===== src/rtl/dmac_nch.sv =====
// dmac_nch: N-channel dual-address DMA controller with fixed/round-robin arbitration,
// 16-byte unit buffering, byte/word lane steering and per-channel TCR auto-reload.
module dmac_nch #(
  parameter int unsigned NCH  = 4,
  parameter int unsigned TCW  = 24,
  parameter int unsigned BUFD = 4
) (
  input  logic           CLK,
  input  logic           RST_N,
  input  logic           CE,
  input  logic           NMI_N,
  input  logic [NCH-1:0] DREQ,
  output logic [NCH-1:0] DACK,
  input  logic [7:0]     REG_A,
  input  logic [31:0]    REG_DI,
  input  logic           REG_WE,
  input  logic           REG_REQ,
  output logic [31:0]    REG_DO,
  output logic [31:0]    BUS_A,
  output logic [31:0]    BUS_DO,
  input  logic [31:0]    BUS_DI,
  output logic [3:0]     BUS_BA,
  output logic           BUS_WE,
  output logic           BUS_REQ,
  output logic           BUS_LOCK,
  input  logic           BUS_WAIT,
  output logic [NCH-1:0] IRQ
);
  localparam int unsigned CW = $clog2(NCH);
  localparam int unsigned BW = $clog2(BUFD);

  typedef enum logic [2:0] {IDLE, ARB, READ, WRITE, UPDATE} state_t;

  state_t         state_q, state_d;
  logic [31:0]    sar_q [NCH], sar_d [NCH], dar_q [NCH], dar_d [NCH];
  logic [TCW-1:0] tcr_q [NCH], tcr_d [NCH], rld_q [NCH], rld_d [NCH];
  logic [15:0]    chcr_q [NCH], chcr_d [NCH];
  logic [31:0]    buf_q [BUFD], buf_d [BUFD];
  logic           dme_q, dme_d, pr_q, pr_d, ae_q, ae_d, nmif_q, nmif_d;
  logic [CW-1:0]  ch_q, ch_d, last_q, last_d, win, cand;
  logic [BW-1:0]  beat_q, beat_d;
  logic [1:0]     sofs_q, sofs_d, ts, rk;
  logic [NCH-1:0] dreq_q, elat_q, elat_d, qual, clr_elat;
  logic [31:0]    reg_do_q, reg_do_d;
  logic [15:0]    cc;
  logic [TCW-1:0] tdec;
  logic [63:0]    dd;
  logic           found, active, last_beat, beat_done, set_te, set_ae, src;

  function automatic logic [31:0] step(input logic [31:0] a, input logic [1:0] mode,
                                       input logic [1:0] tsz);
    logic [31:0] sz;
    sz = (tsz == 2'b00) ? 32'd1 : (tsz == 2'b01) ? 32'd2 : 32'd4;
    if (tsz == 2'b11) return a + 32'd4;
    case (mode)
      2'b01:   return a + sz;
      2'b10:   return a - sz;
      default: return a;
    endcase
  endfunction

  function automatic logic misaligned(input logic [31:0] s, input logic [31:0] d,
                                      input logic [1:0] tsz);
    logic [3:0] m;
    case (tsz)
      2'b00:   m = 4'h0;
      2'b01:   m = 4'h1;
      2'b10:   m = 4'h3;
      default: m = 4'hF;
    endcase
    return |((s[3:0] | d[3:0]) & m);
  endfunction

  assign cc        = chcr_q[ch_q];
  assign ts        = cc[11:10];
  assign active    = (state_q == READ) || (state_q == WRITE);
  assign last_beat = (ts == 2'b11) ? (beat_q == BW'(3)) : 1'b1;
  assign beat_done = BUS_REQ & ~BUS_WAIT;
  assign REG_DO    = reg_do_q;

  always_comb begin
    qual = '0;
    src  = 1'b0;
    for (int unsigned n = 0; n < NCH; n++) begin
      src = chcr_q[n][9] | (chcr_q[n][7] ? elat_q[n] : (DREQ[n] == chcr_q[n][6]));
      qual[n] = dme_q & chcr_q[n][0] & ~chcr_q[n][1] & ~nmif_q & ~ae_q & src;
    end
  end

  // Round-robin search starts one past the previous winner.
  always_comb begin
    found = 1'b0;
    win   = '0;
    cand  = '0;
    for (int unsigned i = 0; i < NCH; i++) begin
      cand = pr_q ? CW'((32'(last_q) + 32'd1 + i) % NCH) : CW'(i);
      if (!found && qual[cand]) begin
        found = 1'b1;
        win   = cand;
      end
    end
  end

  always_comb begin
    state_d = state_q;  ch_d = ch_q;  last_d = last_q;  beat_d = beat_q;  sofs_d = sofs_q;
    sar_d = sar_q;  dar_d = dar_q;  tcr_d = tcr_q;  rld_d = rld_q;  chcr_d = chcr_q;
    buf_d = buf_q;  dme_d = dme_q;  pr_d = pr_q;  ae_d = ae_q;  nmif_d = nmif_q;
    clr_elat = '0;  set_te = 1'b0;  set_ae = 1'b0;  reg_do_d = reg_do_q;  elat_d = '0;
    tdec = tcr_q[ch_q] - TCW'(1);
    case (state_q)
      IDLE: if (|qual) state_d = ARB;
      ARB: begin
        if (!found) state_d = IDLE;
        else begin
          ch_d   = win;
          last_d = win;
          if (misaligned(sar_q[win], dar_q[win], chcr_q[win][11:10])) begin
            set_ae  = 1'b1;
            state_d = IDLE;
          end else begin
            clr_elat[win] = 1'b1;
            beat_d        = '0;
            state_d       = READ;
          end
        end
      end
      READ: if (beat_done) begin
        buf_d[beat_q] = BUS_DI;
        sofs_d        = sar_q[ch_q][1:0];
        sar_d[ch_q]   = step(sar_q[ch_q], cc[13:12], ts);
        beat_d        = last_beat ? '0 : beat_q + BW'(1);
        if (last_beat) state_d = WRITE;
      end
      WRITE: if (beat_done) begin
        dar_d[ch_q] = step(dar_q[ch_q], cc[15:14], ts);
        beat_d      = last_beat ? '0 : beat_q + BW'(1);
        if (last_beat) state_d = UPDATE;
      end
      UPDATE: begin
        tcr_d[ch_q] = tdec;
        if (tdec == '0) begin
          if (cc[4]) tcr_d[ch_q] = rld_q[ch_q];
          else       set_te = 1'b1;
        end
        if (cc[5] && qual[ch_q] && !set_te) begin
          clr_elat[ch_q] = 1'b1;
          beat_d         = '0;
          state_d        = READ;
        end else begin
          state_d = IDLE;
        end
      end
      default: state_d = IDLE;
    endcase

    // Register writes override same-cycle hardware updates; hardware flag sets win over clears.
    if (REG_REQ && REG_WE) begin
      for (int unsigned n = 0; n < NCH; n++) begin
        if (REG_A == 8'(16*n))          sar_d[n] = REG_DI;
        if (REG_A == 8'(16*n+4))        dar_d[n] = REG_DI;
        if (REG_A == 8'(16*n+8))        tcr_d[n] = REG_DI[TCW-1:0];
        if (REG_A == 8'(16*n+12))       chcr_d[n] = {REG_DI[15:2], chcr_q[n][1] & REG_DI[1], REG_DI[0]};
        if (REG_A == 8'(16*NCH+4+4*n))  rld_d[n] = REG_DI[TCW-1:0];
      end
      if (REG_A == 8'(16*NCH)) begin
        dme_d  = REG_DI[0];
        nmif_d = nmif_q & REG_DI[1];
        ae_d   = ae_q & REG_DI[2];
        pr_d   = REG_DI[3];
      end
    end
    if (set_te) chcr_d[ch_q][1] = 1'b1;
    if (set_ae) ae_d = 1'b1;
    if (!NMI_N) nmif_d = 1'b1;

    if (REG_REQ && !REG_WE) begin
      reg_do_d = '0;
      for (int unsigned n = 0; n < NCH; n++) begin
        if (REG_A == 8'(16*n))          reg_do_d = sar_q[n];
        if (REG_A == 8'(16*n+4))        reg_do_d = dar_q[n];
        if (REG_A == 8'(16*n+8))        reg_do_d = 32'(tcr_q[n]);
        if (REG_A == 8'(16*n+12))       reg_do_d = {16'h0, chcr_q[n]};
        if (REG_A == 8'(16*NCH+4+4*n))  reg_do_d = 32'(rld_q[n]);
      end
      if (REG_A == 8'(16*NCH)) reg_do_d = {28'h0, pr_q, ae_q, nmif_q, dme_q};
    end

    for (int unsigned n = 0; n < NCH; n++)
      elat_d[n] = (elat_q[n] & ~clr_elat[n]) |
                  (chcr_q[n][6] ? (DREQ[n] & ~dreq_q[n]) : (~DREQ[n] & dreq_q[n]));
  end

  always_comb begin
    BUS_REQ  = active;
    BUS_WE   = (state_q == WRITE);
    BUS_LOCK = active && (ts == 2'b11);
    BUS_A    = '0;
    BUS_BA   = '0;
    BUS_DO   = '0;
    rk       = dar_q[ch_q][1:0] - sofs_q;
    dd       = {buf_q[0], buf_q[0]} >> {rk, 3'b000};
    if (active) begin
      BUS_A = (state_q == READ) ? sar_q[ch_q] : dar_q[ch_q];
      case (ts)
        2'b00:   BUS_BA = 4'b1000 >> BUS_A[1:0];
        2'b01:   BUS_BA = BUS_A[1] ? 4'b0011 : 4'b1100;
        default: BUS_BA = 4'b1111;
      endcase
    end
    if (state_q == WRITE) BUS_DO = (ts == 2'b11) ? buf_q[beat_q] : dd[31:0];
    for (int unsigned n = 0; n < NCH; n++) begin
      DACK[n] = chcr_q[n][8] ^ (active && (ch_q == CW'(n)) &&
                ((state_q == READ && chcr_q[n][13:12] == 2'b00) ||
                 (state_q == WRITE && chcr_q[n][15:14] == 2'b00)));
      IRQ[n]  = chcr_q[n][1] & chcr_q[n][2];
    end
  end

  always_ff @(posedge CLK or negedge RST_N) begin
    if (!RST_N) begin
      state_q <= IDLE;  ch_q <= '0;  last_q <= CW'(NCH-1);  beat_q <= '0;  sofs_q <= '0;
      dme_q <= 1'b0;  pr_q <= 1'b0;  ae_q <= 1'b0;  nmif_q <= 1'b0;
      dreq_q <= '0;  elat_q <= '0;  reg_do_q <= '0;
      for (int unsigned n = 0; n < NCH; n++) begin
        sar_q[n] <= '0;  dar_q[n] <= '0;  tcr_q[n] <= '0;  rld_q[n] <= '0;  chcr_q[n] <= '0;
      end
      for (int unsigned k = 0; k < BUFD; k++) buf_q[k] <= '0;
    end else if (CE) begin
      state_q <= state_d;  ch_q <= ch_d;  last_q <= last_d;  beat_q <= beat_d;  sofs_q <= sofs_d;
      dme_q <= dme_d;  pr_q <= pr_d;  ae_q <= ae_d;  nmif_q <= nmif_d;
      dreq_q <= DREQ;  elat_q <= elat_d;  reg_do_q <= reg_do_d;
      sar_q <= sar_d;  dar_q <= dar_d;  tcr_q <= tcr_d;  rld_q <= rld_d;  chcr_q <= chcr_d;
      buf_q <= buf_d;
    end
  end
endmodule

===== config.mk =====
export PLATFORM = sky130hd
export DESIGN_NAME = dmac_nch
export DESIGN_NICKNAME = d
export VERILOG_FILES = /design/src/rtl/dmac_nch.sv
export SDC_FILE = /design/constraint.sdc
export NUM_CORES = 2
export LEC_CHECK = 0
export ABC_AREA = 0
export CORE_MARGIN = 5
export CORE_UTILIZATION = 45
export DETAILED_ROUTE_END_ITERATION = 8
export PLACE_DENSITY = 0.67
export SYNTH_ARGS = -nofsm -noshare
export SYNTH_HDL_FRONTEND = slang
export SYNTH_SLANG_ARGS = --single-unit
export TNS_END_PERCENT = 1

===== constraint.sdc =====
create_clock -name CLK -period 13.1 [get_ports CLK]
set_input_delay 1.31 -clock CLK [delete_from_list [all_inputs] [get_ports CLK]]
set_output_delay 1.31 -clock CLK [all_outputs]
set_load 0.01 [all_outputs]

==> results.md <==
* Register bit total from synthesis at between 600 and 700
* Worst setup path endpoint: DACK[2]
* P_sw at 1.44 mW
* Status: complete, but fails checks
* H-tree depth at 3
* Area of placed instances at 47500 um2
* Finished Cell Area at 50400 um2
* Setup slack at placement at 6.80 ns
* Leakage power at 21.1 nW
* Fin crit share at 51.4%
* Int Pwr at around 3.8 mW
* CTS tree: done
* Pin count of the biggest net entering global routing at 143
* Mapped Nets at 4862
* Reg2Reg Depth at 17
* Residual DRC count at 7
* R2R Path End: sar_q[118]
* Setup TNS at 0 ns
* Combinational Power Share at 9.6%
* Hold Path Class: reg -> reg
* Worst skew pair latency at 0.70 ns
* Layout area overhead at 13.6%
* Cts hold-fix bufs at 0
* Vias per cell at 7.25
* Routed len/inst at between 30 and 40 um
* Routed WL at 204000 um
* Inserted Clock Buffers at slightly above 80
* RePlAce Congestion at ~1.1
* Fin crit period at 6.74 ns
* First-pass GRT wire length at 294000 um
* Post-synthesis instance area at around 44000 um2
* Maxcap violations at 1
* Setup Skew at 0.0390 ns
* Critical path class: reg -> out
* Setup bufs post-CTS at 0
* Max FO, Critical Path at 43
* Final hold vios at 0
* Worst setup EP type: output pin
* Die Area at about 100000 um2
* IO Port Bufs at about 190
* Switching share of power at 27.2%
* Max IR drop VDD at approximately 0.1 mV
* Clock tree buffer depth at 3
* Final worst setup slack at approximately 6.4 ns
* RSZ-0062 raised after global routing: false
* Worst Setup SP: ch_q[0]
* Syn avg cell area at 9.43 um2
* CP startpoint kind: register
* Top FF cell, synth: dfrtp_1
* Chip Height at around 320 um
* Synth async-reset ratio at 100%
* I/O pins at just under 200
* Flop pwr share at 43.4%
* Final Util at between 50% and 60%
* Antenna-violating nets left at 0
* Reg2reg setup slack at approximately 6.4 ns
* Post-synth top area cell: dfrtp_1
* Final max-slew violation count at 0
* Die width at 324 um
* Post-synthesis sequential area ratio at between 30% and 40%
* DP HPWL at 143000 um
* CP arrival at roughly 5.4 ns
* Post_cts resized at 0
* Initial Util at 45.2%
* Failing checks: DRC, capacitance limit
* GRT Total Usage at 37.8%
* Cells after Synth at ~4700
* Netlist cell types at 95
* Number of nets in the layout at 4894
* Core area at 98100 um2
* DRT iter0 DRCs at 7813
* Fmax at roughly 0.15 GHz
* Initial antenna violation count at 11
* Pin slew with the least headroom to its limit at 1.47 ns
* Vias at 44200
* Std cell rows at around 120
* Drt pass-1 iters at 9
* Vias in the first global route at ~42000
* Layout cells sized above 1 at between 10% and 20%
* EDFF count, synth at 0
* Ys Warns at 0
* Final setup fails at 0
* Count of non-filler cells in the finished layout at around 6100
* Worst slew margin at 1.62%
* Worst r2r src: ch_q[1]
* Synth top area cells: dfrtp_1, mux2_2, mux4_2, a21oi_1, nand2_1
* WP data required at about 12 ns
* Global route total overflow at 0
* Root cell of the clock tree: clkbuf_16
* Share of the synthesized area in the top cell type at 39.1%
* Clk sinks at 695
* Pwr Density at 105 nW/um2
* Clock share of power at between 40% and 50%
* Clock slew at reported path FFs at 0.06 ns
* DP Cell Count at about 5900
[sequential cells by signal (all words and copies together) (netlist names), 3 cells and up]
signal	count
dreq_q	4
REG_DO	32
rld_q	96
elat_q	4
sar_q	128
dar_q	128
buf_q	128
state_q	3
chcr_q	64
tcr_q	96
[cell families after synthesis]
| kind of cell | synth area share [%] |
|---|---|
| fa+ha+maj | 2.21 |
| simple gates | 13.1 |
| mux | 16.4 |
| flops | 39.2 |
| compound gates | 23.6 |
| buf+inv | 3.90 |
| xor+xnor | 1.64 |
[layout make-up]
type	instances	area (um2)
diodes	7	17.5
clock buffers	117	2360
clock inverters	33	517
fillers	9006	47800
inverters	60	226
multi-input cells	3587	25400
flip-flops and latches	695	17400
well taps	1287	1610
repair buffers	309	2810
[worst min-delay path by stage]
| stage | from | to | slack (ns) | cells after the start |
|---|---|---|---|---|
| after floorplan | chcr_q[16] | chcr_q[16] | 0.46 | 2 |
| after global placement | REG_DO[26] | REG_DO[26] | 0.46 | 1 |
| after detailed placement | REG_DO[10] | REG_DO[10] | 0.47 | 1 |
| after CTS | REG_DO[26] | REG_DO[26] | 0.48 | 1 |
| after global routing | REG_DO[2] | REG_DO[2] | 0.49 | 1 |
| final | REG_DO[27] | REG_DO[27] | 0.48 | 1 |
[cells in the mapped netlist (18+ instances only)]
master	number
inv_1	58
a22oi_1	96
o21a_1	18
a211oi_1	35
xor2_1	32
a31oi_1	74
o211ai_1	46
a21o_1	37
o21ai_0	290
a22o_1	45
a221oi_1	66
dfrtp_1	693
nor2b_1	18
nand2b_1	40
and3_1	31
mux2i_1	90
a21oi_1	447
ha_1	75
nor3_1	61
buf_1	36
a32oi_1	32
o22ai_1	222
mux2_2	312
nand2_1	496
nand3_1	78
a221o_1	27
o21ai_1	24
and2_1	26
mux4_2	126
xnor2_1	51
clkbuf_1	287
nand4_1	32
nor2_1	373
[worst max-delay path: stages, from the launching register on]
cell	delay, ns
dfrtp_4	0.82
buf_4	0.72
inv_1	0.38
buf_4	0.33
nand2_1	1.08
nor3_1	0.12
xor2_1	0.47
clkdlybuf4s50_1	0.63
[metrics by stage]
stage	power [mW]	hold slack, ns
floorplan	2.58	0.459
global placement	2.81	0.458
detailed placement	2.82	0.466
CTS	5.26	0.479
global route	5.41	0.492
finish	5.29	0.477
[placed cells by master, fill, tap and decap left out, types with 66 or more instances in the layout]
master             n
o21ai_0          288
o22ai_1          222
clkbuf_16         82
clkdlybuf4s50_1  189
mux2_2           312
a221oi_1          66
dfrtp_1          689
mux2i_1           90
a21oi_1          444
mux4_2           126
a22oi_1           96
buf_4            116
a31oi_1           74
ha_1              75
nand3_1           78
nand2_1          490
nor2_1           349
[power groups by stage]
stage               logic, mW  registers, mW  clock network, mW
floorplan               0.292           2.28                  0
global placement        0.489           2.32                  0
detailed placement      0.494           2.32                  0
CTS                     0.496           2.28               2.48
global route            0.543           2.29               2.58
finish                  0.510           2.29               2.49
[routing by layer]
layer | up-vias | track usage [%] | share of wire (%)
met5 | - | 0 | 0.028
met4 | 8 | 29.2 | 11
met2 | 3643 | 54.7 | 41
met1 | 21500 | 47.3 | 36
met3 | 1110 | 11.6 | 12
li1 | 17900 | - | -
No activity file was read; power rests on OpenSTA's default activity.
